### src/rtl/btn_repeat_pulse.sv
`default_nettype none
// +--------------------------------------------------------------------------+
// | btn_repeat_pulse: sync + debounce a push-button into press/repeat strobes |
// | Rev 1.0                                                                  |
// +--------------------------------------------------------------------------+
module btn_repeat_pulse #(
  parameter int unsigned SYNC_STAGES  = 2,
  parameter int unsigned TW           = 25,
  parameter int unsigned DEBOUNCE_CYC = 500000,
  parameter int unsigned HOLD_CYC     = 25000000,
  parameter int unsigned REPEAT_CYC   = 5000000
) (
  input  logic clk,
  input  logic rst,
  input  logic btn_in,
  input  logic repeat_en,
  output logic pulse_out,
  output logic btn_level,
  output logic repeat_active
);

  typedef enum logic [2:0] {
    ST_IDLE       = 3'd0,
    ST_PRESS_DB   = 3'd1,
    ST_HOLD       = 3'd2,
    ST_REPEAT     = 3'd3,
    ST_RELEASE_DB = 3'd4
  } state_t;

  localparam logic [TW-1:0] C_DB_LAST   = TW'(DEBOUNCE_CYC - 1);
  localparam logic [TW-1:0] C_HOLD_LAST = TW'(HOLD_CYC - 1);
  localparam logic [TW-1:0] C_REP_LAST  = TW'(REPEAT_CYC - 1);

  logic [SYNC_STAGES-1:0] r_sync;
  state_t                 r_state;
  logic [TW-1:0]          r_timer;
  logic                   r_pulse;
  logic                   r_level;
  logic                   r_rep;

  state_t                 w_state_nxt;
  logic [TW-1:0]          w_timer_nxt;
  logic [TW-1:0]          w_timer_inc;
  logic                   w_fire;
  logic                   w_level_nxt;
  logic                   w_s;

  assign w_s         = r_sync[SYNC_STAGES-1];
  assign w_timer_inc = r_timer + TW'(1);

  // Every path that leaves a timed state, or reaches its limit, reloads the
  // timer with zero, so the shared timer never wraps.
  always_comb begin
    w_state_nxt = r_state;
    w_timer_nxt = w_timer_inc;
    w_fire      = 1'b0;
    case (r_state)
      ST_IDLE: begin
        w_timer_nxt = '0;
        if (w_s) w_state_nxt = ST_PRESS_DB;
      end
      ST_PRESS_DB: begin
        if (!w_s) begin
          w_state_nxt = ST_IDLE;
          w_timer_nxt = '0;
        end else if (r_timer == C_DB_LAST) begin
          w_state_nxt = ST_HOLD;
          w_timer_nxt = '0;
          w_fire      = 1'b1;
        end
      end
      ST_HOLD: begin
        if (!w_s) begin
          w_state_nxt = ST_RELEASE_DB;
          w_timer_nxt = '0;
        end else if (!repeat_en) begin
          w_timer_nxt = '0;
        end else if (r_timer == C_HOLD_LAST) begin
          w_state_nxt = ST_REPEAT;
          w_timer_nxt = '0;
          w_fire      = 1'b1;
        end
      end
      ST_REPEAT: begin
        if (!w_s) begin
          w_state_nxt = ST_RELEASE_DB;
          w_timer_nxt = '0;
        end else if (!repeat_en) begin
          w_state_nxt = ST_HOLD;
          w_timer_nxt = '0;
        end else if (r_timer == C_REP_LAST) begin
          w_timer_nxt = '0;
          w_fire      = 1'b1;
        end
      end
      ST_RELEASE_DB: begin
        // A short low blip while held is treated as a glitch; the hold delay restarts.
        if (w_s) begin
          w_state_nxt = ST_HOLD;
          w_timer_nxt = '0;
        end else if (r_timer == C_DB_LAST) begin
          w_state_nxt = ST_IDLE;
          w_timer_nxt = '0;
        end
      end
      default: begin
        w_state_nxt = ST_IDLE;
        w_timer_nxt = '0;
      end
    endcase
  end

  assign w_level_nxt = (w_state_nxt == ST_HOLD) || (w_state_nxt == ST_REPEAT) ||
                       (w_state_nxt == ST_RELEASE_DB);

  always_ff @(posedge clk) begin
    if (!rst) begin
      r_sync  <= '0;
      r_state <= ST_IDLE;
      r_timer <= '0;
      r_pulse <= 1'b0;
      r_level <= 1'b0;
      r_rep   <= 1'b0;
    end else begin
      r_sync  <= {r_sync[SYNC_STAGES-2:0], btn_in};
      r_state <= w_state_nxt;
      r_timer <= w_timer_nxt;
      r_pulse <= w_fire;
      r_level <= w_level_nxt;
      r_rep   <= (w_state_nxt == ST_REPEAT);
    end
  end

  assign pulse_out     = r_pulse;
  assign btn_level     = r_level;
  assign repeat_active = r_rep;

endmodule
`default_nettype wire

### config.mk
export PLATFORM = sky130hd
export DESIGN_NAME = btn_repeat_pulse
export DESIGN_NICKNAME = d
export VERILOG_FILES = /design/src/rtl/btn_repeat_pulse.sv
export SDC_FILE = /design/constraint.sdc
export NUM_CORES = 1
export LEC_CHECK = 0
export CAP_MARGIN = 20
export CORE_ASPECT_RATIO = 1.5
export CORE_MARGIN = 5
export CORE_UTILIZATION = 59
export DETAILED_ROUTE_END_ITERATION = 10
export GPL_TIMING_DRIVEN = 1
export PLACE_DENSITY = 0.84
export SETUP_SLACK_MARGIN = 0.4
export SLEW_MARGIN = 20
export SYNTH_ARGS = -nofsm -noshare
export SYNTH_HDL_FRONTEND = slang
export SYNTH_SLANG_ARGS = --single-unit
### constraint.sdc
create_clock -name clk -period 2.7 [get_ports clk]
set_input_delay 0.27 -clock clk [delete_from_list [all_inputs] [get_ports clk]]
set_output_delay 0.27 -clock clk [all_outputs]
set_load 0.01 [all_outputs]
# Word-level counts from Yosys, hierarchy flattened
# Cells that the tools add are included.
[word_totals] register_bits=33 inputBits=4 word_cells=50
[classes] n_addsub=1 n_eq_ne=10 n_mux=30 n_reduce_logical=3
[ops] operator="$mux 25" n=9
[ops] operator="$pmux 25 s4" n=1
[ops] operator="$mux 3" n=10
[ops] operator="$add 25x1->25 const B" n=1
[ops] operator="$eq 25x19->1 const B" n=1
[ops] operator="$eq 25x23->1 const B" n=1
[ops] operator="$eq 25x25->1 const B" n=1
[ops] operator="$pmux 3 s5" n=1
[ops] operator="$eq 3x2->1 const B" n=4
[ops] operator="$mux 1" n=8
[ops] operator="$eq 3x3->1 const B" n=2
[ops] operator="$eq 3x1->1 const B" n=1
[ops] operator="$logic_not 3->1" n=1
[ops] operator="$pmux 1 s3" n=1
[ops] operator="$logic_or 1x1->1" n=2

# Depth between registers and ports, before layout
[logic_depth] depth_word=8 mapped_depth=7

# Worst setup path before layout
# OpenSTA, ideal clock, no wires.
[synth_timing] path_kind="register to register" start="reg r_timer[14]" end="reg r_timer[14]" setup_time_ps=116 t_arrival_ps=1782 required_time_ps=2584 slack_ps=802 path_stages_with_launch=7 n_path_buf=1 cell_sequence="dfxtp_1 or4_4 nor4_4 a31oi_1 o21ai_2 buf_4 nor3_1"
[synth_between] elab_chain_cells=5 word_cells_on_any_way=14
[synth_lines] element="start: declaration" line_no="36" rtl="logic [TW-1:0] r_timer;"
[synth_lines] element="start signal: assignment" line_no="127" rtl="r_timer <= w_timer_nxt;"
[synth_lines] element="$add 25x1->25 (tied with other cells)" line_no="49" rtl="assign w_timer_inc = r_timer + TW'(1);"
[synth_lines] element="$mux 25, on equally long branches" line_no="91, 78"
[synth_lines] element="$mux 25, on equally long branches" line_no="88, 76"
[synth_lines] element="$mux 25, on equally long branches" line_no="85, 73"
[synth_lines] element="$pmux 25 s4 *" line_no="57" rtl="case (r_state)"
# Every way passes the cells marked *; elsewhere a longest branch is shown, timed or not.
# A chain may end at the register's enable or synchronous reset.

# Final worst setup path
[layout_timing] start="reg r_timer[11]" end="reg r_timer[19]"
# The elaborated chain is that of the path after synthesis.

==> impl_metrics.json <==
{
  "hold_buffers": 0,
  "rsz0062_at_grt": "no",
  "use_met3_pct": 6.21,
  "yosysTopAreaCellShare_pct": 40.8,
  "peakVddDrop_uv": 728,
  "final_nets": 198,
  "netlist_area_mm2": 0.00162,
  "cp-endpoint": "r_timer[19]",
  "arrival_ns": 2.30,
  "status": "finished, final reports clean",
  "grt.met2_usage_pct": 34.4,
  "mostFrequentLayoutCells": "33 x dfxtp_1, 31 x nor3_1, 14 x xnor2_1, 12 x nor2_1, 11 x nand2_1",
  "seq_power_share_pct": 46.3,
  "post-route-period-util_pct": 78.9,
  "powerDensity_mw_per_mm2": 574,
  "post_drt_wl_per_cell_um": 14.9,
  "utilization_pct": 69.7,
  "synth_seq_area_share_pct": 40.8,
  "period_needed_ns": 2.13,
  "p_sw_share_pct": 18.4,
  "finalSetupViolations": 0,
  "cts_buffers": 5,
  "rrSetupSlack_ns": 0.57,
  "end_kind": "flop",
  "path_max_fanout": 25,
  "cts_num_sinks": 33,
  "drv_slew": 0,
  "grt_usage_pct": 20.4,
  "cts_setup_buffers": 0,
  "first_iter_violations": 53,
  "crit_required_ns": 2.87,
  "crit_family": "simple AND/OR/NAND/NOR gates",
  "min_path_type": "reg2reg",
  "final_common_cell": "dfxtp_1",
  "relSlewSlack_pct": 51.8,
  "placed_area_mm2": 0.00171,
  "worstPathCellList": "or4_4, nor4_4, a31oi_1, a31oi_4, buf_4, nor3_1",
  "slowest_delay_ns": 0.54,
  "grt_max_degree": 26,
  "portBuffers": 6,
  "crit_type": "reg2reg",
  "htreeDepth": 2,
  "drive_above_1_share_pct": 8.76,
  "clock_skew_ns": 0.0138,
  "netlist_instances": 182,
  "cpMaxStageDelayCell": "or4_4",
  "critical_path.startpoint": "r_timer[11]",
  "cts.path.max_buffers": 2,
  "p_clk_share_pct": 51.9,
  "ant_nets": 0,
  "routed_wirelength_um": 3440,
  "syn2layout_area_growth_pct": 13.9,
  "rr_startpoint": "r_timer[11]",
  "grt_pass1_wl_um": 5890,
  "cts_resized": 0,
  "place_hpwl_um": 2480,
  "power_leakage_nw": 0.538,
  "gp_congestion": 0.887,
  "synth_seq_cells": 33,
  "num_vias": 1400,
  "worstHoldPathCells": 1,
  "avgSynthCellArea_um2": 8.90,
  "antenna_found_initial": 0,
  "busiest_layer": "met2",
  "synth_area_leader_cell": "dfxtp_1",
  "nFillCells": 222,
  "initial_core_util_pct": 61.2,
  "fin_tns_setup_ns": 0,
  "start_kind": "flop",
  "grt_pass1_vias": 1381,
  "p_int_w": 0.000864,
  "core_area_mm2": 0.00265,
  "yosys-top-cells-area": "dfxtp_1 41%, nor3_1 9.6%, xnor2_1 7.6%",
  "avgViaCountPerCell": 6.06,
  "cap_viol_max_count": 0,
  "drc_errors": 0,
  "fin_area_mm2": 0.00185,
  "max_freq_ghz": 0.469,
  "dieArea_mm2": 0.00392,
  "p_sw_w": 0.000195,
  "cts_tree": "yes",
  "clk_pin_slew_ns": 0.08,
  "diodes": 0,
  "cts-root-buf": "clkbuf_8",
  "crit_buf_inv": 1,
  "path_depth": 6,
  "worst_pin_slew_ns": 0.717,
  "drt_pass1_iterations": 4,
  "rr_worst_depth": 6,
  "use_met1_pct": 21.8,
  "combPwrFrac_pct": 1.8,
  "die_y_um": 74.2,
  "grt.overflow.total": 0,
  "hold_start": "r_sync[0]",
  "finalHoldViolations": 0,
  "die_x_um": 52.8,
  "clk_latency_ns": 0.30,
  "row_count": 23,
  "syn_nets": 187,
  "ys_warn_count": 0,
  "ys_types": 39,
  "io_pins": 7,
  "timing.rr.end": "r_timer[19]"
}
==> power by group through the flow <==
stage	clock (W)	combinational, W	sequential (W)
2_1_floorplan	0	0.0000118	0.000501
3_3_place_gp	0	0.0000188	0.000501
3_5_place_dp	0	0.0000190	0.000501
4_1_cts	0.000556	0.0000192	0.000490
5_1_grt	0.000581	0.0000207	0.000490
6_report	0.000550	0.0000191	0.000490
==> flip-flops by register name, indices dropped and copies added, names as in the netlist <==
signal,cells
r_timer,25
repeat_active,1
r_state,3
pulse_out,1
btn_level,1
r_sync,2
==> per-stage QoR <==
step	hold WS, ns	power, W	cells	setup slack [ns]
after floorplan	0.392	0.000512	182	0.802
after global placement	0.424	0.000520	223	0.643
after detailed placement	0.429	0.000520	223	0.606
after CTS	0.446	0.00107	231	0.598
after global routing	0.475	0.00109	231	0.403
final	0.441	0.00106	231	0.568
==> routing by layer <==
| metal | vias up | part of all wire [%] |
|---|---|---|
| li1 | 684 | - |
| met1 | 664 | 40 |
| met2 | 41 | 51 |
| met3 | 11 | 5.4 |
| met4 | 0 | 3.4 |
| met5 | - | 0 |
==> cells in the mapped netlist, drive strengths merged <==
cell type  count
and4           2
nor4           5
o211ai         1
nand3         10
nand4b         1
and4bb         1
nand2         11
ha             1
or2            2
nand2b         4
a311o          1
a31oi          3
and2           4
buf            4
nand4          8
or4bb          1
nor2b          1
o211a          1
nor2          12
nand3b         1
o21ai          1
o21a           1
xnor2         14
nor3b          2
nor3          31
o21bai         1
or4            2
xor2           9
and3           3
a21oi          2
o22ai          1
dfxtp         33
and4b          1
or4b           1
inv            4
or3            2
==> logic make-up (layout without fill, tap and decap cells) <==
logic type / count (synthesis) / count (layout) / share of synthesized area [%]
fa+ha+maj: 1 / 1 / 0.772
flops: 33 / 33 / 40.8
simple gates: 105 / 105 / 37.0
buf+inv: 8 / 20 / 2.78
xor+xnor: 23 / 23 / 12.4
compound gates: 12 / 12 / 6.26
==> cell type report <==
cell class | count | area [µm²] | area share, %
inverters | 4 | 15.0 | 0.814
repair buffers | 8 | 75.1 | 4.07
well taps | 37 | 46.3 | 2.51
multi-input cells | 141 | 915 | 49.6
clock inverters | 3 | 65.1 | 3.53
flip-flops and latches | 33 | 661 | 35.8
clock buffers | 5 | 68.8 | 3.73
==> worst min-delay path by stage <==
stage,endpoint,slack (ns)
global placement,r_sync[1],0.42
global route,r_sync[1],0.47
finish,r_sync[1],0.44
detailed placement,r_sync[1],0.43
floorplan,r_sync[0],0.39
CTS,r_sync[1],0.45
Note: power is estimated with default switching activity, not from simulation.
